`config.mk`:
```
export PLATFORM = sky130hd
export DESIGN_NAME = mac_stream_driver_flat
export DESIGN_NICKNAME = d
export VERILOG_FILES = /design/src/rtl/mac_stream_driver_if.sv /design/src/rtl/mac_stream_driver.sv /design/src/flat_wrapper.sv
export SDC_FILE = /design/constraint.sdc
export NUM_CORES = 1
export LEC_CHECK = 0
export BUFFER_PORTS_ARGS = -buffer_cell sky130_fd_sc_hd__buf_2
export CORE_AREA = 2 2 184 186
export CTS_CLUSTER_DIAMETER = 30
export DETAILED_ROUTE_END_ITERATION = 10
export DIE_AREA = 0 0 186 188
export GPL_ROUTABILITY_DRIVEN = 1
export PLACE_DENSITY = 0.65
export SKIP_LAST_GASP = 1
export SLEW_MARGIN = 20
export SYNTH_ARGS = -nofsm -noshare
export SYNTH_HDL_FRONTEND = slang
export SYNTH_SLANG_ARGS = --single-unit
```
`constraint.sdc`:
```
create_clock -name clk -period 3.4 [get_ports clk]
set_input_delay 0.68 -clock clk [delete_from_list [all_inputs] [get_ports clk]]
set_output_delay 0.68 -clock clk [all_outputs]
set_load 0.005 [all_outputs]
```
`src/rtl/mac_stream_driver_if.sv`:
```
// AXI-Stream bundle between the MAC stream driver and the MAC datapath:
// i/k/b operand streams toward the MAC and the o result stream back.
interface mac_stream_driver_if #(
  parameter int unsigned DATA_W = 8,
  parameter int unsigned ACC_W  = 32
);
  logic              i_TVALID;
  logic [DATA_W-1:0] i_TDATA;
  logic              i_TREADY;
  logic              k_TVALID;
  logic [DATA_W-1:0] k_TDATA;
  logic              k_TREADY;
  logic              b_TVALID;
  logic [DATA_W-1:0] b_TDATA;
  logic              b_TREADY;
  logic              o_TVALID;
  logic [ACC_W-1:0]  o_TDATA;
  logic              o_TREADY;

  modport master (
    output i_TVALID, i_TDATA, input i_TREADY,
    output k_TVALID, k_TDATA, input k_TREADY,
    output b_TVALID, b_TDATA, input b_TREADY,
    input  o_TVALID, o_TDATA, output o_TREADY
  );

  modport slave (
    input  i_TVALID, i_TDATA, output i_TREADY,
    input  k_TVALID, k_TDATA, output k_TREADY,
    input  b_TVALID, b_TDATA, output b_TREADY,
    output o_TVALID, o_TDATA, input o_TREADY
  );
endinterface

```
`src/rtl/mac_stream_driver.sv`:
```
// Streams a bias beat plus len input/kernel beat pairs from local buffers to the
// MAC unit, then waits for the single accumulated result on the o stream.
module mac_stream_driver #(
  parameter int unsigned DATA_W  = 8,
  parameter int unsigned ACC_W   = 32,
  parameter int unsigned MAX_LEN = 16,
  parameter int unsigned LEN_W   = $clog2(MAX_LEN + 1)
) (
  input  logic                clk,
  input  logic                reset,
  input  logic                wr_en,
  input  logic [1:0]          wr_sel,
  input  logic [LEN_W-1:0]    wr_addr,
  input  logic [DATA_W-1:0]   wr_data,
  input  logic                start,
  input  logic [LEN_W-1:0]    len,
  input  logic                stall,
  output logic                busy,
  output logic                done,
  output logic                err,
  output logic [ACC_W-1:0]    result,
  output logic                new_i,
  mac_stream_driver_if.master axis
);

  localparam int unsigned      IDX_W  = (MAX_LEN > 1) ? $clog2(MAX_LEN) : 1;
  localparam logic [LEN_W-1:0] MaxLen = LEN_W'(MAX_LEN);

  typedef enum logic [1:0] {StIdle, StSend, StWaitO} state_e;

  state_e             state_q, state_d;
  logic [LEN_W-1:0]   len_q, len_d;
  logic [LEN_W-1:0]   i_idx_q, i_idx_d, k_idx_q, k_idx_d;
  logic               b_done_q, b_done_d;
  logic               i_pend_q, i_pend_d, k_pend_q, k_pend_d;
  logic               done_q, done_d, err_q, err_d;
  logic [ACC_W-1:0]   result_q, result_d;
  logic [DATA_W-1:0]  ibuf_q [MAX_LEN];
  logic [DATA_W-1:0]  ibuf_d [MAX_LEN];
  logic [DATA_W-1:0]  kbuf_q [MAX_LEN];
  logic [DATA_W-1:0]  kbuf_d [MAX_LEN];
  logic [DATA_W-1:0]  bias_q, bias_d;

  logic               in_send, wr_ok;
  logic [IDX_W-1:0]   wr_ptr;
  logic               i_vld, k_vld, b_vld, i_hs, k_hs, b_hs;

  assign in_send = (state_q == StSend);
  assign wr_ptr  = wr_addr[IDX_W-1:0];
  assign wr_ok   = (state_q == StIdle) && wr_en && ((wr_sel == 2'd2) || (wr_addr < MaxLen));

  // A pending beat keeps VALID up regardless of stall; stall only blocks new assertions.
  assign i_vld = in_send && (i_idx_q < len_q) && (i_pend_q || !stall);
  assign k_vld = in_send && (k_idx_q < len_q) && (k_pend_q || !stall);
  assign b_vld = in_send && !b_done_q;
  assign i_hs  = i_vld && axis.i_TREADY;
  assign k_hs  = k_vld && axis.k_TREADY;
  assign b_hs  = b_vld && axis.b_TREADY;

  always_comb begin
    ibuf_d = ibuf_q;
    kbuf_d = kbuf_q;
    bias_d = bias_q;
    if (wr_ok) begin
      unique case (wr_sel)
        2'd0:    ibuf_d[wr_ptr] = wr_data;
        2'd1:    kbuf_d[wr_ptr] = wr_data;
        2'd2:    bias_d = wr_data;
        default: ;
      endcase
    end
  end

  always_comb begin
    state_d  = state_q;
    len_d    = len_q;
    i_idx_d  = i_idx_q;
    k_idx_d  = k_idx_q;
    b_done_d = b_done_q;
    i_pend_d = 1'b0;
    k_pend_d = 1'b0;
    done_d   = 1'b0;
    err_d    = 1'b0;
    result_d = result_q;
    unique case (state_q)
      StIdle: begin
        if (start) begin
          if ((len != '0) && (len <= MaxLen)) begin
            len_d    = len;
            i_idx_d  = '0;
            k_idx_d  = '0;
            b_done_d = 1'b0;
            state_d  = StSend;
          end else begin
            err_d = 1'b1;
          end
        end
      end
      StSend: begin
        i_pend_d = i_vld && !axis.i_TREADY;
        k_pend_d = k_vld && !axis.k_TREADY;
        if (i_hs) i_idx_d = i_idx_q + LEN_W'(1);
        if (k_hs) k_idx_d = k_idx_q + LEN_W'(1);
        if (b_hs) b_done_d = 1'b1;
        // Leave as soon as the final handshakes land, even in this same cycle.
        if (b_done_d && (i_idx_d == len_q) && (k_idx_d == len_q)) state_d = StWaitO;
      end
      StWaitO: begin
        if (axis.o_TVALID) begin
          result_d = axis.o_TDATA;
          done_d   = 1'b1;
          state_d  = StIdle;
        end
      end
      default: state_d = StIdle;
    endcase
  end

  always_ff @(posedge clk or negedge reset) begin
    if (!reset) begin
      state_q  <= StIdle;
      len_q    <= '0;
      i_idx_q  <= '0;
      k_idx_q  <= '0;
      b_done_q <= 1'b0;
      i_pend_q <= 1'b0;
      k_pend_q <= 1'b0;
      done_q   <= 1'b0;
      err_q    <= 1'b0;
      result_q <= '0;
    end else begin
      state_q  <= state_d;
      len_q    <= len_d;
      i_idx_q  <= i_idx_d;
      k_idx_q  <= k_idx_d;
      b_done_q <= b_done_d;
      i_pend_q <= i_pend_d;
      k_pend_q <= k_pend_d;
      done_q   <= done_d;
      err_q    <= err_d;
      result_q <= result_d;
    end
  end

  // Buffer and bias contents survive reset.
  always_ff @(posedge clk) begin
    ibuf_q <= ibuf_d;
    kbuf_q <= kbuf_d;
    bias_q <= bias_d;
  end

  assign busy   = (state_q != StIdle);
  assign new_i  = in_send;
  assign done   = done_q;
  assign err    = err_q;
  assign result = result_q;

  assign axis.i_TVALID = i_vld;
  assign axis.i_TDATA  = ibuf_q[i_idx_q[IDX_W-1:0]];
  assign axis.k_TVALID = k_vld;
  assign axis.k_TDATA  = kbuf_q[k_idx_q[IDX_W-1:0]];
  assign axis.b_TVALID = b_vld;
  assign axis.b_TDATA  = bias_q;
  assign axis.o_TREADY = (state_q == StWaitO);

endmodule

```
`src/flat_wrapper.sv`:
```
// flat-port wrapper written by rule: the top's interface ports become plain ports
module mac_stream_driver_flat 
#(
  parameter int unsigned DATA_W  = 8,
  parameter int unsigned ACC_W   = 32,
  parameter int unsigned MAX_LEN = 16,
  parameter int unsigned LEN_W   = $clog2(MAX_LEN + 1)
)
  (clk, reset, wr_en, wr_sel, wr_addr, wr_data, start, len, stall, busy, done, err, result, new_i, axis_i_TVALID, axis_i_TDATA, axis_i_TREADY, axis_k_TVALID, axis_k_TDATA, axis_k_TREADY, axis_b_TVALID, axis_b_TDATA, axis_b_TREADY, axis_o_TVALID, axis_o_TDATA, axis_o_TREADY);
  mac_stream_driver_if #(.DATA_W(DATA_W), .ACC_W(ACC_W)) axis_i ();
  input  logic clk;
  input  logic reset;
  input  logic wr_en;
  input  logic [1:0] wr_sel;
  input  logic [LEN_W-1:0] wr_addr;
  input  logic [DATA_W-1:0] wr_data;
  input  logic start;
  input  logic [LEN_W-1:0] len;
  input  logic stall;
  output logic busy;
  output logic done;
  output logic err;
  output logic [ACC_W-1:0] result;
  output logic new_i;
  output wire logic [$bits(axis_i.i_TVALID)-1:0] axis_i_TVALID;
  output wire logic [$bits(axis_i.i_TDATA)-1:0] axis_i_TDATA;
  input wire logic [$bits(axis_i.i_TREADY)-1:0] axis_i_TREADY;
  output wire logic [$bits(axis_i.k_TVALID)-1:0] axis_k_TVALID;
  output wire logic [$bits(axis_i.k_TDATA)-1:0] axis_k_TDATA;
  input wire logic [$bits(axis_i.k_TREADY)-1:0] axis_k_TREADY;
  output wire logic [$bits(axis_i.b_TVALID)-1:0] axis_b_TVALID;
  output wire logic [$bits(axis_i.b_TDATA)-1:0] axis_b_TDATA;
  input wire logic [$bits(axis_i.b_TREADY)-1:0] axis_b_TREADY;
  input wire logic [$bits(axis_i.o_TVALID)-1:0] axis_o_TVALID;
  input wire logic [$bits(axis_i.o_TDATA)-1:0] axis_o_TDATA;
  output wire logic [$bits(axis_i.o_TREADY)-1:0] axis_o_TREADY;
  assign axis_i_TVALID = axis_i.i_TVALID;
  assign axis_i_TDATA = axis_i.i_TDATA;
  assign axis_i.i_TREADY = axis_i_TREADY;
  assign axis_k_TVALID = axis_i.k_TVALID;
  assign axis_k_TDATA = axis_i.k_TDATA;
  assign axis_i.k_TREADY = axis_k_TREADY;
  assign axis_b_TVALID = axis_i.b_TVALID;
  assign axis_b_TDATA = axis_i.b_TDATA;
  assign axis_i.b_TREADY = axis_b_TREADY;
  assign axis_i.o_TVALID = axis_o_TVALID;
  assign axis_i.o_TDATA = axis_o_TDATA;
  assign axis_o_TREADY = axis_i.o_TREADY;
  mac_stream_driver #(.DATA_W(DATA_W), .ACC_W(ACC_W), .MAX_LEN(MAX_LEN), .LEN_W(LEN_W)) u_core (.clk(clk), .reset(reset), .wr_en(wr_en), .wr_sel(wr_sel), .wr_addr(wr_addr), .wr_data(wr_data), .start(start), .len(len), .stall(stall), .busy(busy), .done(done), .err(err), .result(result), .new_i(new_i), .axis(axis_i));
endmodule
```
==> results of run 1 <==
## power breakdown
part	switching [mW]	internal (mW)	leakage [nW]
combinational	1.39	1.48	1.94
clock	2.03	3.65	0.945
sequential	0.210	4.51	3.08
## cells in the mapped netlist, types with 3 or more instances
library cell | count | share of area, %
sky130_fd_sc_hd__a2111oi_0 | 3 | 0.20
sky130_fd_sc_hd__buf_1 | 4 | 0.12
sky130_fd_sc_hd__or3_1 | 4 | 0.19
sky130_fd_sc_hd__nor4_1 | 5 | 0.24
sky130_fd_sc_hd__nand2b_1 | 6 | 0.29
sky130_fd_sc_hd__buf_2 | 9 | 0.35
sky130_fd_sc_hd__mux4_2 | 80 | 14
sky130_fd_sc_hd__o2111ai_1 | 3 | 0.20
sky130_fd_sc_hd__nand2_1 | 22 | 0.64
sky130_fd_sc_hd__inv_1 | 10 | 0.29
sky130_fd_sc_hd__a31oi_1 | 3 | 0.14
sky130_fd_sc_hd__ha_1 | 10 | 0.97
sky130_fd_sc_hd__o21ai_0 | 11 | 0.42
sky130_fd_sc_hd__a21oi_1 | 4 | 0.15
sky130_fd_sc_hd__and3_1 | 5 | 0.24
sky130_fd_sc_hd__mux2_2 | 38 | 3.3
sky130_fd_sc_hd__nand3b_1 | 5 | 0.29
sky130_fd_sc_hd__edfxtp_1 | 264 | 61
sky130_fd_sc_hd__nor2b_1 | 4 | 0.19
sky130_fd_sc_hd__nor2_1 | 34 | 0.98
sky130_fd_sc_hd__clkbuf_1 | 15 | 0.43
sky130_fd_sc_hd__nor3_1 | 12 | 0.46
sky130_fd_sc_hd__dfrtp_1 | 54 | 10
sky130_fd_sc_hd__mux2i_1 | 7 | 0.54
sky130_fd_sc_hd__xnor2_1 | 5 | 0.34
sky130_fd_sc_hd__o211ai_1 | 3 | 0.17
sky130_fd_sc_hd__nand3_1 | 10 | 0.39
## per-layer routing
layer	track usage, %	part of all wire (%)	vias to the layer above
met5	0	0.045	-
met4	5.33	1.9	2
met3	3.57	7.2	51
met2	25.7	47	306
met1	24.2	44	3617
li1	-	-	3151
## critical path, stage by stage, from the launching register on
cell and delay [ns]:
sky130_fd_sc_hd__dfrtp_2 0.49, sky130_fd_sc_hd__buf_12 0.29, sky130_fd_sc_hd__mux4_2 0.53, sky130_fd_sc_hd__mux4_2 0.51, sky130_fd_sc_hd__buf_2 0.16
## cell type report
cell class,instances,share of cell area (%)
clock inverters,45,3.05
inverters,10,0.229
clock buffers,65,9.03
repair buffers,170,6.21
flip-flops and latches,318,56.7
well taps,448,3.43
multi-input cells,308,21.3
## stage by stage
step | instance area, um^2 | instances
after CTS | 16400 | 1364
after global placement | 14400 | 1254
after global routing | 16400 | 1364
final | 16400 | 1364
after floorplan | 13000 | 667
after detailed placement | 14400 | 1254
## how the worst min path moves through the flow
stage                                 start                end  slack [ns]  cells past startpoint
after floorplan                       reset    u_core.b_done_q        0.38                      0
final                                 reset   u_core.result[6]        0.18                      1
after global placement    u_core.result[25]  u_core.result[25]        0.48                      1
after global routing                  reset   u_core.result[6]        0.23                      1
after detailed placement  u_core.result[10]  u_core.result[10]        0.49                      1
after CTS                             reset   u_core.result[2]        0.20                      1
## state kept, by name, summed over array words and instances (netlist names), 2 cells and up
signal	cells
u_core.len_q	5
u_core.kbuf_q	128
u_core.k_idx_q	5
u_core.i_idx_q	5
u_core.axis.b_TDATA	8
u_core.result	32
u_core.state_q	2
u_core.ibuf_q	128
## kinds of logic (layout without fill, tap and decap cells)
| logic type | count (synthesis) | after routing | synth area share [%] |
|---|---|---|---|
| and+or+nand+nor | 121 | 121 | 4.84 |
| xor gates and xnor gates | 6 | 6 | 0.463 |
| adders and majority gates | 10 | 10 | 0.965 |
| AOI/OAI and AO/OA | 46 | 46 | 2.92 |
| buffers and inverters | 41 | 290 | 1.49 |
| DFF | 318 | 318 | 71.6 |
| muxes | 125 | 125 | 17.7 |
==> impl_summary.txt, run 1 <==
----------------------------------------------------
[Worst setup path]
  Setup slack on the worst flop-to-flop path ... 0.32 ns
  Startpoint of the worst register-to-register path ... u_core.k_idx_q[2]
  Critical path launch point type ... register
  Critical path destination ... axis_i_TDATA[4]
  Start-to-end type of the worst setup path ... reg -> out
  Crit path capture type ... output pin
  Timing startpoint of the critical path ... u_core.i_idx_q[0]
  Arr. time, crit path ... 2.57 ns
  CP Data Required Time ... roughly 2.7 ns
  Worst Path Max Fanout ... 30
  Reg-to-reg endpoint ... u_core.state_q[0]
  Cell count of the worst reg-to-reg path ... 8

[Drt]
  Remaining design rule violation count ... 0
  Number of vias after detailed routing ... 7127
  Number of vias per cell ... 5.23
  Detailed Routing Iterations Pass 1 ... 5
  Routed wire length ... between 20000 and 30000 um
  First DRT Iteration DRCs ... about 730
  Routed wire length per instance ... roughly 21 um
  Post-route ant nets ... 0

[CTS]
  Number of gates resized after cts ... 0
  Num CTS Buffers ... 58
  Number of hold buffers added after CTS ... 0
  Number of H-tree branching levels ... 2
  Count of clock tree sinks ... 318
  Clk Latency, worst-skew pair ... 0.58 ns
  Clock Path Buffers ... 3
  Root buffer cell ... sky130_fd_sc_hd__clkbuf_16
  Buffer count from post-CTS setup fixing ... 0
  TritonCTS clock tree ... done
  Clock-pin slew on the worst setup and hold paths ... 0.05 ns

[STA]
  Top achievable clock speed ... 0.307 GHz
  Relative slew slack ... 49.5%
  Number of setup violations in the final report ... 0
  RSZ-0062 raised after global routing ... false
  Sum of negative setup slack ... 0 ns
  Post-route clock period utilization ... a little over nine tenths
  Count of pins over their slew limit ... 0
  Worst hold margin ... between 0.15 and 0.2 ns
  Crit path setup slack, layout ... around 0.15 ns
  Actual slew at the worst max-slew pin ... 0.757 ns
  Minimum clock period after layout ... 3.25 ns
  Post-route clock skew ... roughly 0.018 ns
  Number of hold violations in the final report ... 0

[Cells and area]
  Number of nets at the end of the flow ... 937
  Sequential standard cell area ... approximately 9300 um^2
  Most frequent cells in the layout ... sky130_fd_sc_hd__edfxtp_1 (264), sky130_fd_sc_hd__buf_2 (124), sky130_fd_sc_hd__mux4_2 (80)
  Most frequent standard cell in the layout excluding fill and tap cells ... sky130_fd_sc_hd__edfxtp_1
  Share of cells above drive strength 1 ... 43.9%
  Layout-stage area growth over the synthesis result ... 26.2%
  Area of combinational cells with multiple inputs ... 3490 um^2
  Filler instances ... 2724
  Antenna Diode Count ... 0
  Post-layout util ... between 40% and 50%

[Logic synthesis]
  Synthesis Warnings ... 0
  Predominant post-synthesis flop cell ... sky130_fd_sc_hd__edfxtp_1
  Sequential share of the synthesized area ... 71.6%
  Unique cell type count in the Yosys netlist ... 58
  Cell area after synthesis ... 13000 um^2
  Mean cell area of the mapped netlist ... 19.4 um^2
  Async set-reset flop share out of synthesis ... approximately 17%
  Flip-flop and latch count after synthesis ... 318
  Gate count after technology mapping ... 667
  Number of flops mapped to enable cells by yosys ... 264
  Net count of the mapped netlist ... 738

[Floorplan]
  Chip width ... 186 um
  Die Area ... between 30000 and 40000 um^2
  Number of primary I/O pins ... 125
  Core outline area ... 33100 um^2
  Number of standard-cell rows in the floorplan ... 67
  Overall die height ... 188 um
  Initial standard-cell utilization of the core ... 39.1%

[Placement]
  Half-perimeter wire length after placement ... around 18000 um
  Pre-CTS setup slack ... ~0.63 ns
  PortBufs ... roughly 120
  Final estimated routing congestion in global placement ... 0.825

[Global routing]
  Pin count of the biggest net entering global routing ... 37
  Via count of the first global-routing pass ... 7196
  Wire length of the first global-routing pass ... 43700 um
  Total global-route track usage ... about 17%
  Initial antenna violation count ... 1
  Total overflow reported by the global router ... 0

[Pwr]
  Power density relative to cell area ... 811 nW/um^2
  Static Leak ... 5.96 nW
  Sum of internal, switching and leakage power ... about 13 mW
  Maximum VDD drop ... 0.000438 V

[Flow run]
  Count of max-cap constraint violations ... 0

[Outcome]
  Run status ... finished clean

[Min path]
  Hold WC Path Type ... in -> async

----------------------------------------------------
Power figures use the tool's default switching activity.
==> run 2, diff against run 1 <==
BUFFER_PORTS_ARGS = default   (was -buffer_cell sky130_fd_sc_hd__buf_2)
CELL_PAD_IN_SITES_DETAIL_PLACEMENT = 1   (was default)
CELL_PAD_IN_SITES_GLOBAL_PLACEMENT = 1   (was default)
DONT_BUFFER_PORTS = 1   (was default)
PLACE_DENSITY = 0.68   (was 0.65)
==> impl_summary.txt, run 2 (synthesis results as in run 1) <==
----------------------------------------------------
[Placement]
  Pre-CTS setup slack ... roughly 0.42 ns
  PortBufs ... 0
  Placed insts ... 1110
  Half-perimeter wire length after placement ... 18800 um
  Final estimated routing congestion in global placement ... 0.797
  Area after detailed placement ... between 10000 and 15000 um^2

[Worst setup path]
  Critical path launch point type ... register
  CP Data Required Time ... 2.72 ns
  Start-to-end type of the worst setup path ... reg -> out
  Crit path capture type ... output pin
  Cell count of the worst reg-to-reg path ... 5
  Worst Path Max Fanout ... 18
  Timing startpoint of the critical path ... u_core.i_idx_q[0]
  Startpoint of the worst register-to-register path ... u_core.state_q[0]
  Reg-to-reg endpoint ... u_core.kbuf_q[16]
  Critical path destination ... axis_i_TDATA[4]
  Arr. time, crit path ... 2.57 ns
  Setup slack on the worst flop-to-flop path ... approximately 0.35 ns

[Pwr]
  Sum of internal, switching and leakage power ... 12.7 mW
  Power Internal ... 9.12 mW
  Static Leak ... 5.32 nW
  Switching Share ... ~28%
  Net switching power of the design ... 3.59 mW
  Clock share of power ... 43.0%
  Maximum VDD drop ... 0.000371 V
  Power density relative to cell area ... approximately 820 nW/um^2
  Gate power share ... 19.2%
  Sequential group share of total power ... 37.8%

[Floorplan]
  Number of primary I/O pins ... ~130
  Chip width ... between 150 and 200 um
  Initial standard-cell utilization of the core ... 39.1%
  Overall die height ... 188 um
  Die Area ... 35000 um^2
  Number of standard-cell rows in the floorplan ... 67
  Core outline area ... 33100 um^2

[CTS]
  Clock-pin slew on the worst setup and hold paths ... 0.05 ns
  Root buffer cell ... sky130_fd_sc_hd__clkbuf_16
  Clock Path Buffers ... 3
  Clk Latency, worst-skew pair ... a little under 0.6 ns
  Number of H-tree branching levels ... 2
  Count of clock tree sinks ... 318
  Num CTS Buffers ... 57
  TritonCTS clock tree ... done

[STA]
  RSZ-0062 raised after global routing ... false
  Top achievable clock speed ... a little over 0.3 GHz
  Sum of negative setup slack ... 0 ns
  Crit path setup slack, layout ... around 0.15 ns
  Post-route clock period utilization ... a little over nine tenths
  Minimum clock period after layout ... between 3 and 4 ns
  Post-route clock skew ... between 0.02 and 0.025 ns
  Number of hold violations in the final report ... 0
  Worst hold margin ... approximately 0.18 ns
  Relative slew slack ... 45.1%
  Number of setup violations in the final report ... 0
  Count of pins over their slew limit ... 0
  Actual slew at the worst max-slew pin ... a little over 0.8 ns

[Global routing]
  Total global-route track usage ... ~18%
  Total overflow reported by the global router ... 0
  Initial antenna violation count ... 0
  Wire length of the first global-routing pass ... 45600 um
  Pin count of the biggest net entering global routing ... 55
  Via count of the first global-routing pass ... 7237

[Drt]
  Routed wire length ... between 30000 and 40000 um
  Detailed Routing Iterations Pass 1 ... 4
  Number of vias per cell ... around 5.5
  Post-route ant nets ... 0
  Routed wire length per instance ... 24.6 um
  Remaining design rule violation count ... 0
  Number of vias after detailed routing ... 6660
  First DRT Iteration DRCs ... between 500 and 600

[Cells and area]
  Post-layout util ... a little under half
  Most frequent standard cell in the layout excluding fill and tap cells ... sky130_fd_sc_hd__edfxtp_1
  Antenna Diode Count ... 0
  Count of placed standard cells in the final layout, fillers left out ... 1220
  Share of cells above drive strength 1 ... 34.2%
  Number of nets at the end of the flow ... 794
  Layout-stage area growth over the synthesis result ... 19.8%
  Most frequent cells in the layout ... sky130_fd_sc_hd__edfxtp_1 (264), sky130_fd_sc_hd__mux4_2 (80), sky130_fd_sc_hd__clkbuf_16 (58)
  Post-route standard cell area excluding fillers ... 15500 um^2

[Min path]
  Min-Delay Path Depth ... 1
  Hold WC Path Type ... in -> reg

[Flow run]
  Count of max-cap constraint violations ... 0

[Outcome]
  Run status ... finished clean

----------------------------------------------------
run 2: what timing repair did:
action,CTS,global route
endpoints found under the hold margin,54,0
hold buffers,2,0
endpoints found under the setup margin,5,0
gates resized for setup,1,0
buffers inserted,0,0
run 2: worst min path at each step:
stage	end	slack (ns)	from
after CTS	u_core.i_pend_q	0.15	axis_i_TREADY
final	u_core.i_pend_q	0.18	axis_i_TREADY
after detailed placement	u_core.result[5]	0.39	reset
after floorplan	u_core.b_done_q	0.38	reset
after global placement	u_core.result[11]	0.39	reset
after global routing	u_core.i_pend_q	0.15	axis_i_TREADY
run 2: cell type report:
type / count / area (um^2)
Clock buffer: 62 / 1480
Clock inverter: 46 / 422
Fill cell: 3051 / 17600
Inverter: 10 / 37.5
Multi-Input combinational cell: 308 / 3490
Sequential cell: 318 / 9280
Tap cell: 448 / 561
Timing Repair Buffer: 28 / 258
run 2: critical path, cell delays in order, from the launching register on:
cell	delay [ns]
sky130_fd_sc_hd__dfrtp_4	0.62
sky130_fd_sc_hd__buf_4	0.30
sky130_fd_sc_hd__mux4_2	0.53
sky130_fd_sc_hd__mux4_2	0.53
run 2: layer usage:
| metal | wire [um] | up-vias | part of all wire [%] | GRT usage [%] |
|---|---|---|---|---|
| li1 | - | 2859 | - | - |
| met1 | 11900 | 3467 | 40 | 22.5 |
| met2 | 15200 | 282 | 51 | 29.4 |
| met3 | 2420 | 52 | 8.0 | 5.09 |
| met4 | 571 | 0 | 1.9 | 5.03 |
| met5 | 0 | - | 0 | 0 |
run 2: power by group through the flow:
stage	Clock (mW)	Combinational (mW)	Sequential (mW)
2_1_floorplan	0	1.94	4.74
3_3_place_gp	0	2.36	4.86
3_5_place_dp	0	2.44	4.87
4_1_cts	5.57	2.49	4.81
5_1_grt	5.75	2.64	4.86
6_report	5.47	2.44	4.80
